==> config.mk <==
export PLATFORM = sky130hd
export DESIGN_NAME = dyn_branch_predict
export DESIGN_NICKNAME = d
export VERILOG_FILES = /design/src/rtl/bp_pkg.sv /design/src/rtl/bp_btb.sv /design/src/rtl/dyn_branch_predict.sv
export SDC_FILE = /design/constraint.sdc
export NUM_CORES = 1
export LEC_CHECK = 0
export BUFFER_PORTS_ARGS = -buffer_cell sky130_fd_sc_hd__buf_2
export CAP_MARGIN = 20
export CELL_PAD_IN_SITES_DETAIL_PLACEMENT = 1
export CELL_PAD_IN_SITES_GLOBAL_PLACEMENT = 1
export CORE_MARGIN = 8
export CORE_UTILIZATION = 40
export CTS_CLUSTER_DIAMETER = 200
export DETAILED_ROUTE_END_ITERATION = 10
export GPL_TIMING_DRIVEN = 0
export HOLD_SLACK_MARGIN = 0.08
export PLACE_DENSITY_LB_ADDON = 0.08
export SLEW_MARGIN = 20
export SYNTH_ARGS = -nofsm -noshare
export SYNTH_HDL_FRONTEND = slang
export SYNTH_SLANG_ARGS = --single-unit
==> constraint.sdc <==
create_clock -name clk_i -period 6.6 [get_ports clk_i]
set_clock_uncertainty 0.2 [all_clocks]
set_input_delay 1.32 -clock clk_i [delete_from_list [all_inputs] [get_ports clk_i]]
set_output_delay 1.32 -clock clk_i [all_outputs]
set_load 0.05 [all_outputs]
==> src/rtl/bp_pkg.sv <==
// rtl/bp_pkg.sv - RV32IC control-flow decode types and immediate helpers for the branch predictor.
package bp_pkg;

  localparam logic [6:0] OPCODE_BRANCH = 7'h63;
  localparam logic [6:0] OPCODE_JAL    = 7'h6F;
  localparam logic [6:0] OPCODE_JALR   = 7'h67;

  localparam logic [2:0] C_F3_J    = 3'b101;
  localparam logic [2:0] C_F3_JAL  = 3'b001;
  localparam logic [2:0] C_F3_BEQZ = 3'b110;
  localparam logic [2:0] C_F3_BNEZ = 3'b111;
  localparam logic [2:0] C_F3_JR   = 3'b100;

  typedef enum logic [2:0] {
    CF_NONE,
    CF_B,
    CF_JAL,
    CF_JALR,
    CF_CJ,
    CF_CB,
    CF_CJR
  } instr_class_e;

  function automatic logic [31:0] imm_b(input logic [31:0] i);
    return {{20{i[31]}}, i[7], i[30:25], i[11:8], 1'b0};
  endfunction

  function automatic logic [31:0] imm_j(input logic [31:0] i);
    return {{12{i[31]}}, i[19:12], i[20], i[30:21], 1'b0};
  endfunction

  function automatic logic [31:0] imm_cj(input logic [31:0] i);
    return {{21{i[12]}}, i[8], i[10:9], i[6], i[7], i[2], i[11], i[5:3], 1'b0};
  endfunction

  function automatic logic [31:0] imm_cb(input logic [31:0] i);
    return {{24{i[12]}}, i[6:5], i[2], i[11:10], i[4:3], 1'b0};
  endfunction

  function automatic instr_class_e classify(input logic [31:0] i);
    instr_class_e c;
    c = CF_NONE;
    if (i[1:0] == 2'b11) begin
      if (i[6:0] == OPCODE_BRANCH)    c = CF_B;
      else if (i[6:0] == OPCODE_JAL)  c = CF_JAL;
      else if (i[6:0] == OPCODE_JALR) c = CF_JALR;
    end else if (i[1:0] == 2'b01) begin
      if (i[15:13] == C_F3_J || i[15:13] == C_F3_JAL)          c = CF_CJ;
      else if (i[15:13] == C_F3_BEQZ || i[15:13] == C_F3_BNEZ) c = CF_CB;
    end else if (i[1:0] == 2'b10) begin
      // rs1 != 0 excludes c.ebreak, which shares the funct3 with c.jr/c.jalr
      if (i[15:13] == C_F3_JR && i[11:7] != 5'd0 && i[6:2] == 5'd0) c = CF_CJR;
    end
    return c;
  endfunction

endpackage

==> src/rtl/bp_btb.sv <==
// rtl/bp_btb.sv - Direct-mapped indirect-jump target buffer with flush.
module bp_btb #(
  parameter int ENTRIES  = 16,
  parameter int TAG_BITS = 8
) (
  input  logic        clk_i,
  input  logic        rst_i,
  input  logic        flush_i,
  input  logic [31:0] rd_pc_i,
  output logic        rd_hit_o,
  output logic [31:0] rd_target_o,
  input  logic        wr_en_i,
  input  logic [31:0] wr_pc_i,
  input  logic [31:0] wr_target_i
);

  localparam int IDX_W = $clog2(ENTRIES);

  logic [ENTRIES-1:0]  r_valid;
  logic [TAG_BITS-1:0] r_tag    [ENTRIES];
  logic [31:0]         r_target [ENTRIES];

  logic [IDX_W-1:0]    w_rd_idx;
  logic [IDX_W-1:0]    w_wr_idx;
  logic [TAG_BITS-1:0] w_rd_tag;
  logic [TAG_BITS-1:0] w_wr_tag;
  logic                w_wr_ok;
  logic                w_unused_pc;

  assign w_rd_idx    = rd_pc_i[IDX_W:1];
  assign w_wr_idx    = wr_pc_i[IDX_W:1];
  assign w_rd_tag    = rd_pc_i[IDX_W+TAG_BITS:IDX_W+1];
  assign w_wr_tag    = wr_pc_i[IDX_W+TAG_BITS:IDX_W+1];
  assign w_unused_pc = ^{rd_pc_i, wr_pc_i};

  // Flush outranks a same-cycle write so a stale context can never install a target
  assign w_wr_ok = wr_en_i && !flush_i;

  always_ff @(posedge clk_i) begin
    if (rst_i || flush_i) begin
      r_valid <= '0;
    end else if (w_wr_ok) begin
      r_valid[w_wr_idx] <= 1'b1;
    end
  end

  always_ff @(posedge clk_i) begin
    if (!rst_i && w_wr_ok) begin
      r_tag[w_wr_idx]    <= w_wr_tag;
      r_target[w_wr_idx] <= wr_target_i;
    end
  end

  assign rd_hit_o    = r_valid[w_rd_idx] && (r_tag[w_rd_idx] == w_rd_tag);
  assign rd_target_o = r_target[w_rd_idx];

endmodule

==> src/rtl/dyn_branch_predict.sv <==
// rtl/dyn_branch_predict.sv - Bimodal conditional-branch predictor with BTB for indirect jumps.
module dyn_branch_predict
  import bp_pkg::*;
#(
  parameter int BHT_ENTRIES  = 64,
  parameter int CTR_BITS     = 2,
  parameter int BTB_ENTRIES  = 16,
  parameter int BTB_TAG_BITS = 8
) (
  input  logic        clk_i,
  input  logic        rst_i,
  input  logic [31:0] fetch_rdata_i,
  input  logic [31:0] fetch_pc_i,
  input  logic        fetch_valid_i,
  output logic        predict_branch_taken_o,
  output logic [31:0] predict_branch_pc_o,
  input  logic        update_valid_i,
  input  logic [31:0] update_pc_i,
  input  logic        update_branch_i,
  input  logic        update_jalr_i,
  input  logic        update_taken_i,
  input  logic [31:0] update_target_i,
  input  logic        flush_i
);

  localparam int BHT_IDX_W = $clog2(BHT_ENTRIES);
  localparam logic [CTR_BITS-1:0] CTR_INIT = CTR_BITS'((1 << (CTR_BITS - 1)) - 1);
  localparam logic [CTR_BITS-1:0] CTR_MAX  = {CTR_BITS{1'b1}};

  logic [CTR_BITS-1:0]  r_bht [BHT_ENTRIES];

  instr_class_e         w_class;
  logic [BHT_IDX_W-1:0] w_fetch_idx;
  logic [BHT_IDX_W-1:0] w_upd_idx;
  logic [CTR_BITS-1:0]  w_upd_ctr;
  logic                 w_btb_hit;
  logic [31:0]          w_btb_target;
  logic                 w_taken;
  logic [31:0]          w_target;

  assign w_class     = classify(fetch_rdata_i);
  assign w_fetch_idx = fetch_pc_i[BHT_IDX_W:1];
  assign w_upd_idx   = update_pc_i[BHT_IDX_W:1];
  assign w_upd_ctr   = r_bht[w_upd_idx];

  always_ff @(posedge clk_i) begin
    if (rst_i) begin
      for (int i = 0; i < BHT_ENTRIES; i++) r_bht[i] <= CTR_INIT;
    end else if (update_valid_i && update_branch_i) begin
      if (update_taken_i && w_upd_ctr != CTR_MAX) begin
        r_bht[w_upd_idx] <= w_upd_ctr + CTR_BITS'(1);
      end else if (!update_taken_i && w_upd_ctr != '0) begin
        r_bht[w_upd_idx] <= w_upd_ctr - CTR_BITS'(1);
      end
    end
  end

  bp_btb #(
    .ENTRIES  (BTB_ENTRIES),
    .TAG_BITS (BTB_TAG_BITS)
  ) u_btb (
    .clk_i       (clk_i),
    .rst_i       (rst_i),
    .flush_i     (flush_i),
    .rd_pc_i     (fetch_pc_i),
    .rd_hit_o    (w_btb_hit),
    .rd_target_o (w_btb_target),
    .wr_en_i     (update_valid_i && update_jalr_i && update_taken_i),
    .wr_pc_i     (update_pc_i),
    .wr_target_i (update_target_i)
  );

  always_comb begin
    w_taken  = 1'b0;
    w_target = fetch_pc_i + imm_b(fetch_rdata_i);
    unique case (w_class)
      CF_B: begin
        w_taken  = r_bht[w_fetch_idx][CTR_BITS-1];
        w_target = fetch_pc_i + imm_b(fetch_rdata_i);
      end
      CF_CB: begin
        w_taken  = r_bht[w_fetch_idx][CTR_BITS-1];
        w_target = fetch_pc_i + imm_cb(fetch_rdata_i);
      end
      CF_JAL: begin
        w_taken  = 1'b1;
        w_target = fetch_pc_i + imm_j(fetch_rdata_i);
      end
      CF_CJ: begin
        w_taken  = 1'b1;
        w_target = fetch_pc_i + imm_cj(fetch_rdata_i);
      end
      CF_JALR, CF_CJR: begin
        w_taken  = w_btb_hit;
        w_target = w_btb_target;
      end
      default: ;
    endcase
  end

  assign predict_branch_taken_o = !rst_i && w_taken && fetch_valid_i;
  assign predict_branch_pc_o    = rst_i ? fetch_pc_i : w_target;

endmodule

======== Yosys cells after proc, flatten, opt, wreduce, memory -nomap -nowiden ========
Memories as Yosys holds them, arrays and structs flattened.
Index checks and enable logic that the tools add are counted.
cells by class
  equality and inequality tests ........... 19
  $add $sub $neg .......................... 6
  bitwise gates (word level) .............. 2
  magnitude comparators ................... 3
  mux-type cells .......................... 33
  reductions and logical operators ........ 26
operators by type and width
  operator                                                           count
  adder 32 bit                                                       4
  case mux 32 bit (4 select lines)                                   1
  2-to-1 mux 32 bit                                                  1
  == test 3 bit, second input constant                               7
  == test 7 bit, second input constant                               3
  2-to-1 mux 3 bit                                                   6
  2-to-1 mux 1 bit                                                   16
  OR 16 bit                                                          1
  logical AND 1 bit                                                  13
  less-than comparator 4 x 5 -> 1 bit, second input constant         2
  2-to-1 mux 2 bit                                                   5
  == test 8 bit                                                      1
  OR reduction 2 bit                                                 4
  == test 3 x 1 -> 1 bit, second input constant                      2
  == test 3 x 2 -> 1 bit, second input constant                      2
  2-to-1 mux 6 bit                                                   1
  logical NOT 5 bit                                                  1
  nonzero test 5 bit                                                 1
  binary-select mux 1 bit (select 4 bit)                             1
  demux 1 bit (select 4 bit)                                         1
  == test 2 bit, second input constant                               2
  greater-or-equal comparator 4 x 1 -> 1 bit, second input constant  1
  logical NOT 1 bit                                                  3
  logical OR 1 bit                                                   3
  other kinds (7)                                                    7
word-level totals
  memories kept ........................... 3
  output and inout port bits .............. 33
  memory bits (writable) .................. 768
  register bits ........................... 16
  word-level logic and storage cells ...... 93
  bits of input ports ..................... 136
memory list
  memory          words  width  read ports  clocked after memory_dff  wr ports  line                      source
  u_btb.r_target  16     32     1           0                         1         bp_btb.sv:21              logic [31:0] r_target [ENTRIES];
  r_bht           64     2      2           0                         64        dyn_branch_predict.sv:30  logic [CTR_BITS-1:0] r_bht [BHT_ENTRIES];
  u_btb.r_tag     16     8      1           0                         1         bp_btb.sv:20              logic [TAG_BITS-1:0] r_tag [ENTRIES];

======== Longest topological paths before layout ========
Gate-level depths: netlist of the first run.
  word-level depth ........................ 12
  depth in mapped cells ................... 18
  gate-level depth less buffers ........... 17

======== Hierarchy ========
From an unflattened synthesis of the first run, not the netlist that was laid out.
unflattened totals
  cells, all modules ...................... 2005
  area total of the unflattened synthesis .. 34765.8 µm²
modules (own cells, without submodules)
  module              sequential area each (µm²)  cells each  instances  area each (µm²)
  bp_btb              19538.7                     1016        1          24947.7
  dyn_branch_predict  3843.7                      989         1          9818.2

======== Least setup slack after synthesis of the first run ========
No wires, ideal clock.
  path type ............................... input port to output port
  start point ............................. input fetch_rdata_i[1]
  end point ............................... output predict_branch_pc_o[31]
  data required time ...................... 5.080 ns
  buffers on the path ..................... 1
  stages .................................. 17
  data arrival time ....................... 5.853 ns
  setup slack ............................. -0.773 ns
  cells stage by stage .................... nor2b_1 > nand4_1 > nor2_1 > and2_1 > buf_1 > a22oi_1 > nand2_1 > fa_1 > a211oi_1 > o21ai_0 > nand2_1 > o21ai_0 > a31oi_1 > a31o_2 > o41ai_1 > nor3_1 > nor4_1
on the way
  word-level cells in the longest chain between the ends .. 9
  elaborated cells on any way between the ends .. 20
  those cells by class .................... 11 x eq/ne; 8 x mux; 1 x reduce/logical
ends and longest elaborated chain
  element                                                         line                       source
  from (decl)                                                     dyn_branch_predict.sv:12   input logic [31:0] fetch_rdata_i,
  == test 7 bit                                                   bp_pkg.sv:46               else if (i[6:0] == OPCODE_JALR) c = CF_JALR;
  2-to-1 mux 2 bit                                                bp_pkg.sv:46
  2-to-1 mux 2 bit                                                bp_pkg.sv:45               else if (i[6:0] == OPCODE_JAL) c = CF_JAL;
  2-to-1 mux 2 bit                                                bp_pkg.sv:44               if (i[6:0] == OPCODE_BRANCH) c = CF_B;
  2-to-1 mux 3 bit (*)                                            bp_pkg.sv:43               if (i[1:0] == 2'b11) begin
  == test 3 x 2 -> 1 bit / == test 3 bit (equally long branches)  dyn_branch_predict.sv:76   unique case (w_class)
  OR reduction 2 bit                                              dyn_branch_predict.sv:76
  case mux 32 bit (4 select lines) (*)                            dyn_branch_predict.sv:76
  2-to-1 mux 32 bit (*)                                           dyn_branch_predict.sv:102  assign predict_branch_pc_o = rst_i ? fetch_pc_i : w_target;
  to (decl)                                                       dyn_branch_predict.sv:16   output logic [31:0] predict_branch_pc_o,
Every way passes the cells marked *; elsewhere a longest branch is shown, timed or not.

======== Worst setup path in the final report of the first run ========
  start point ............................. input fetch_rdata_i[14]
  end point ............................... output predict_branch_pc_o[30]
on the way
  word-level cells in the longest chain between the ends .. 11
  elaborated cells on any way between the ends .. 24
  those cells by class .................... 1 x add/sub; 10 x eq/ne; 8 x mux; 5 x reduce/logical
ends and longest elaborated chain
  element                                                         line                       source
  == test 3 bit                                                   bp_pkg.sv:52               if (i[15:13] == C_F3_JR && i[11:7] != 5'd0 && i[6:2] == 5'd0) c = CF_CJR;
  logical AND 1 bit (2 in a row)                                  bp_pkg.sv:52
  2-to-1 mux 3 bit                                                bp_pkg.sv:52
  2-to-1 mux 3 bit                                                bp_pkg.sv:50               end else if (i[1:0] == 2'b10) begin
  2-to-1 mux 3 bit                                                bp_pkg.sv:47               end else if (i[1:0] == 2'b01) begin
  2-to-1 mux 3 bit                                                bp_pkg.sv:43
  == test 3 x 2 -> 1 bit / == test 3 bit (equally long branches)  dyn_branch_predict.sv:76
  OR reduction 2 bit                                              dyn_branch_predict.sv:76
  case mux 32 bit (4 select lines) (*)                            dyn_branch_predict.sv:76
  2-to-1 mux 32 bit (*)                                           dyn_branch_predict.sv:102
Marked as above.

==> results.yml, run 1 <==
run_status:
  status: "finished with violations"
  violations: "setup timing"
sta:
  tightest_slew_ns: 1.19
  worst_slack_ns: -0.0373
  finalHoldViolCount: 0
  drv_slew: 0
  period_needed_ns: 6.64
  slew_headroom_pct: 20.9
  final-setup-viol-count: 3
  max_freq_mhz: 151
  fin_crit_sh_pct: 101
  rsz0062_at_grt: "yes"
  setup_tns_ns: -0.0967
yosys:
  synth.most_common_cell: "edfxtp_1"
  synthTopCellsByArea: "edfxtp_1, mux4_2, nand2_1"
  synth.distinct_cells: 63
  seq_area_frac_synth_pct: 68.6
  synth_nets: 2138
  synth_area_sq_um: 34100
  synth_top_area_cell: "edfxtp_1"
  synth-edff-count: 768
  synth.top_cell.area_share_pct: 67.6
  synth-seq-cells: 784
  synth_flop_cell: "edfxtp_1"
  synth.avg_cell_area_sq_um: 17.3
  async_flop_share_pct: 0
  ys_warn_count: 0
  netlist_instances: 1971
  synth_common_cells: "edfxtp_1, mux4_2, nand2_1"
pwr:
  p_seq_share_pct: 48.1
  max-vdd-ir-drop_mv: 0.210
  internal_power_mw: 8.58
  switching_share_pct: 24.9
  comb_power_share_pct: 10.5
  p_leak_nw: 13.2
  p_per_area_nw_per_um2: 278
  power_mw: 11.4
  p_switching_mw: 2.84
  clkPwrFrac_pct: 41.4
min_path:
  hold_class: "flop to flop"
  hold_depth: 2
finish:
  multi_input_area_sq_um: 10700
  seq_area_sq_um: 23400
  drive_above_1_share_pct: 31.7
  finalNetCount: 2439
  fillCellCount: 8103
  area_growth_pct: 20.5
  stdcell_count: 3498
critical_path:
  reg2regPathDepth: 9
  worstSetupPathType: "input port to output pin"
  crit_required_ns: 5.08
  critPathLaunchType: "input port"
  path_max_fanout: 9
  endpoint_kind: "output pin"
  critical_path_arrival_ns: 5.12
clocking:
  cts_tree: "yes"
  htree_levels: 3
  clk_pin_slew_ns: 0.05
  cts_sinks: 784
  numCtsBuffers: 88
  clkLatencyLatePin_ns: 0.64
  cts_hold_buffers: 0
  root_buffer: "clkbuf_16"
  clockBufferDepth: 3
floorplan:
  fp.dieArea_sq_um: 94900
  die_w_um: 308
  rows: 107
  core_area_sq_um: 84900
  ioPinCount: 169
  start_util_pct: 40.2
  fp.dieH_um: 308
run:
  cap_violations: 0
routing:
  wirelength_mm: 112
  drt-pass1-iter-count: 8
  via_per_inst: 5.83
  first_iter_violations: 2060
  dr_total_vias: 20400
  post_drt_wl_per_cell_um: 32.1
  antenna_left: 0
  drcViolationCount: 0
global_routing:
  grt_max_degree: 23
  grt_remaining_overflow: 0
  grt_pass1_wl_mm: 158
  grt_antenna_before_repair: 11
  grtUsageTotal_pct: 23.5
  grt_pass1_vias: 21400
placed_design:
  dp.cells: 3306
  numPortBuffers: 143
  gp_congestion: 0.900
  dp_hpwl_mm: 79.6
-- sequential cells by signal (all words and copies together) (netlist names) --
signal / flops
r_bht: 128
u_btb.r_target: 512
u_btb.r_valid: 16
u_btb.r_tag: 128
-- cells by family (layout without fill, tap and decap cells) --
logic type | count (synthesis) | after routing | synth area share [%]
and+or+nand+nor | 441 | 441 | 5.52
other | 0 | 7 | 0
muxes | 286 | 286 | 17.5
xor gates and xnor gates | 35 | 35 | 0.899
adders and majority gates | 31 | 31 | 1.16
buffers and inverters | 130 | 506 | 1.69
DFF | 784 | 784 | 68.6
AOI/OAI and AO/OA | 264 | 264 | 4.68
-- metal layers --
layer	GRT usage [%]	part of all wire, %
met1	32.7	42
met5	0	0.036
met4	6.04	2.5
met2	38.3	48
met3	4.26	7.2
-- worst max-delay path, cell delays in order --
cell,delay [ns]
buf_2,0.21
nand2_1,0.19
a21o_4,0.30
a221o_1,0.47
ha_2,0.37
a21oi_2,0.20
o21ba_1,0.20
o221ai_4,0.16
nor3_4,0.23
o21ai_2,0.10
a311o_1,0.39
a221oi_2,0.39
xnor2_2,0.12
a21oi_2,0.25
buf_6,0.20
-- final cells by class --
| cell class | instances | share of cell area [%] |
|---|---|---|
| tap | 1144 | 3.48 |
| clock inverter | 62 | 1.27 |
| sequential | 784 | 56.9 |
| clock buffer | 103 | 5.49 |
| multi-input combinational | 1057 | 26.0 |
| timing repair buffer | 215 | 5.30 |
| inverter | 11 | 0.100 |
| antenna | 7 | 0.0426 |
| buffer | 115 | 1.44 |
-- power groups by stage --
stage	clock network (mW)	registers (mW)	logic [mW]
2_1_floorplan	0	5.60	0.678
3_3_place_gp	0	5.60	1.09
3_5_place_dp	0	5.60	1.11
4_1_cts	4.80	5.49	1.16
5_1_grt	4.97	5.49	1.27
6_report	4.72	5.49	1.20
-- final timing paths --
kind,from,to,slack [ns]
max,fetch_rdata_i[14],predict_branch_pc_o[30],-0.04
min,u_btb.r_valid[14],u_btb.r_valid[14],0.27
max reg2reg,r_bht[22][1],r_bht[20][0],3.04
min reg2reg,u_btb.r_valid[14],u_btb.r_valid[14],0.27
-- layout by cell type (no fill, tap or decap), drive strengths merged, types with 9 or more instances in the layout --
master	n
a211oi	12
nor2b	16
mux4	246
ha	30
a21o	19
nor3	15
nand2b	9
buf	264
dfxtp	16
inv	13
nand3	20
a21oi	58
nor2	165
o21ai	111
xor2	13
mux2i	36
nand2	182
clkbuf	168
nand4	12
clkinv	50
a22oi	15
xnor2	22
edfxtp	768
and3	9
-- timing repair --
| item | in CTS | in global routing |
|---|---|---|
| endpoints found under the hold margin | 0 | 0 |
| pin swaps | 14 | 27 |
| gates resized for setup | 84 | 62 |
| endpoints found under the setup margin | 33 | 29 |
| buffers inserted | 10 | 14 |
-- metrics by stage --
stage	hold WS, ns	area (sq um)	worst slack, ns	util, %
after floorplan	0.231	34100	-0.195	-
after global placement	0.250	36300	-2.26	42.7
after detailed placement	0.258	37600	-1.71	44.3
after CTS	0.274	40800	-0.102	48.0
after global routing	0.293	41100	-0.198	48.4
final	0.273	41100	-0.0373	48.4
(Power assumes the default switching activity.)
==> run 2: changes to the inputs <==
--- a/config.mk
+++ b/config.mk
@@ -5,7 +5,7 @@
 export SDC_FILE = /design/constraint.sdc
 export NUM_CORES = 1
 export LEC_CHECK = 0
-export BUFFER_PORTS_ARGS = -buffer_cell sky130_fd_sc_hd__buf_2
+export BUFFER_PORTS_ARGS = -buffer_cell sky130_fd_sc_hd__buf_4
 export CAP_MARGIN = 20
 export CELL_PAD_IN_SITES_DETAIL_PLACEMENT = 1
 export CELL_PAD_IN_SITES_GLOBAL_PLACEMENT = 1
==> run 2 against run 1 <==
The flow still finishes with violations (setup timing). Setup slack gained 0.037 ns. Flip-flop and latch count stayed put. Non-clock buffer count is 3 higher. Critical path type unchanged. Worst hold slack better by 0.0066 ns. Register-to-register slack improved by 0.04 ns. Sequential power about the same. Clock-buffer cell count fell by 3. Die area stayed put. Highest routed layer unchanged. Cell count down 0.37%. Total power up 0.52%.
==> results.yml, run 2 (synthesized netlist as in run 1, its figures left out) <==
min_path:
  hold_class: "flop to flop"
pwr:
  p_per_area_nw_per_um2: 277
  switching_share_pct: 24.2
  comb_power_share_pct: 10.8
  p_seq_share_pct: 47.9
  clkPwrFrac_pct: 41.3
  internal_power_mw: 8.70
  p_leak_nw: 13.3
  max-vdd-ir-drop_mv: 0.228
  p_switching_mw: 2.78
sta:
  fin_crit_sh_pct: 100
  final-setup-viol-count: 0
  rsz0062_at_grt: "yes"
  period_needed_ns: 6.60
  max_freq_mhz: 152
  finalHoldViolCount: 0
  worst_slack_ns: -0.000000888
  drv_slew: 0
  slew_headroom_pct: 25.8
  tightest_slew_ns: 1.11
clocking:
  clockBufferDepth: 3
  numCtsBuffers: 85
  cts_hold_buffers: 0
  clk_pin_slew_ns: 0.07
  htree_levels: 3
  cts_tree: "yes"
  cts_sinks: 784
  root_buffer: "clkbuf_16"
  clkLatencyLatePin_ns: 0.64
floorplan:
  rows: 107
  ioPinCount: 169
  fp.dieH_um: 308
  core_area_sq_um: 84900
  fp.dieArea_sq_um: 94900
  start_util_pct: 40.2
  die_w_um: 308
global_routing:
  grt_remaining_overflow: 0
  grt_antenna_before_repair: 6
  grtUsageTotal_pct: 23.5
  grt_pass1_wl_mm: 159
  grt_pass1_vias: 21200
  grt_max_degree: 23
routing:
  post_drt_wl_per_cell_um: 32.4
  dr_total_vias: 20300
  drcViolationCount: 0
  antenna_left: 0
  drt-pass1-iter-count: 5
  first_iter_violations: 1874
  wirelength_mm: 113
  via_per_inst: 5.82
finish:
  top_regs: "u_btb.r_target: 512 flops, r_bht: 128 flops, u_btb.r_tag: 128 flops"
  largest_register_ffs: 512
  mostFrequentLayoutCell: "edfxtp_1"
  area_growth_pct: 21.5
  stdcell_count: 3485
  fin_util_pct: 48.8
  regMostFlops: "u_btb.r_target"
  finalNetCount: 2439
  drive_above_1_share_pct: 32.1
  final_cell_mix: "edfxtp_1, mux4_2, buf_4"
critical_path:
  endpoint_kind: "output pin"
  worstSetupPathType: "input port to output pin"
  critical_path_arrival_ns: 5.08
  r2r_start: "r_bht[23][1]"
  reg2regPathDepth: 9
  crit_end: "predict_branch_pc_o[6]"
  crit_chain: "buf_4 > nor4b_1 > nand3_1 > a21oi_1 > a21o_1 > clkbuf_1 > clkbuf_1 > a21oi_1 > o21ai_0 > buf_4"
  critPathLaunchType: "input port"
  crit_required_ns: 5.08
  r2r_slack_ns: 3.08
  max_stage_delay_ns: 0.76
  setup.worst_path.start: "fetch_rdata_i[14]"
  path_max_fanout: 10
  r2r-end: "r_bht[21][0]"
  cpMaxStageDelayCell: "clkbuf_1"
run_status:
  status: "finished with violations"
  violations: "setup timing"
run:
  cap_violations: 0
placed_design:
  dp.cells: 3305
  gp_congestion: 0.878
  dp_hpwl_mm: 79.8
  numPortBuffers: 143
## run 2: changes by cell type in the layout (fill, tap and decap cells not counted), moves of 4 or more
| cell | delta |
|---|---|
| diode_2 | -4 |
| buf_2 | -132 |
| buf_16 | -4 |
| nand2_1 | -5 |
| clkinv_1 | -7 |
| buf_4 | +136 |
| clkbuf_4 | -4 |
| clkinvlp_4 | -4 |
| bufinv_16 | +4 |
| nand2_2 | +5 |
| buf_12 | +6 |
## run 2: worst min path at each step
| stage | startpoint | endpoint | slack, ns | cells after the start |
|---|---|---|---|---|
| final | u_btb.r_valid[2] | u_btb.r_valid[2] | 0.28 | 2 |
| after global placement | u_btb.r_valid[14] | u_btb.r_valid[14] | 0.25 | 2 |
| after detailed placement | u_btb.r_valid[14] | u_btb.r_valid[14] | 0.26 | 2 |
| after floorplan | u_btb.r_valid[12] | u_btb.r_valid[12] | 0.23 | 2 |
| after global routing | u_btb.r_valid[2] | u_btb.r_valid[2] | 0.30 | 2 |
| after CTS | u_btb.r_valid[2] | u_btb.r_valid[2] | 0.28 | 2 |
## run 2: final cells by class
cell class,count,area (sq um)
Buffer,115,587
Fill cell,8010,43400
Clock buffer,100,2200
Tap cell,1144,1430
Sequential cell,784,23400
Multi-Input combinational cell,1057,10700
Inverter,11,41.3
Antenna cell,3,7.51
Clock inverter,53,551
Timing Repair Buffer,218,2510
## run 2: worst max-delay path: cells and delay by family
family	cells	cell delay, ns
compound gates	4	1.43
buf+inv	4	1.74
simple gates	2	0.57
## run 2: power by group through the flow
| stage | clock (mW) | combinational, mW | sequential (mW) |
|---|---|---|---|
| 2_1_floorplan | 0 | 0.678 | 5.60 |
| 4_1_cts | 4.83 | 1.20 | 5.49 |
| 5_1_grt | 4.99 | 1.31 | 5.49 |
| 3_3_place_gp | 0 | 1.13 | 5.60 |
| 6_report | 4.74 | 1.24 | 5.49 |
| 3_5_place_dp | 0 | 1.15 | 5.60 |
## run 2: per-stage QoR
stage                     cell area [sq um]  power (mW)  hold WS, ns  setup slack (ns)  TNS (ns)
after floorplan                       34100        6.27        0.231            -0.195    -0.195
after global placement                36600        6.73        0.250             -2.35  -1263.80
after detailed placement              37900        6.75        0.256             -1.75    -30.23
after CTS                             41100        11.5        0.275           -0.0692    -0.123
after global routing                  41400        11.8        0.299           -0.0893    -0.343
final                                 41400        11.5        0.280      -0.000000888         0
## run 2: what timing repair did
action,in CTS,in global routing
gates cloned,0,0
endpoints found under the setup margin,33,26
pin swaps,20,35
hold endpoints to repair,0,0
setup buffers,12,16
resized for setup,75,59
## run 2: metal layers
layer | up-vias | track usage (%) | share of wire (%)
met4 | 4 | 5.67 | 2.3
met5 | - | 0 | 0.026
met2 | 678 | 38.8 | 49
li1 | 8570 | - | -
met3 | 154 | 4.18 | 6.4
met1 | 10900 | 32.5 | 43
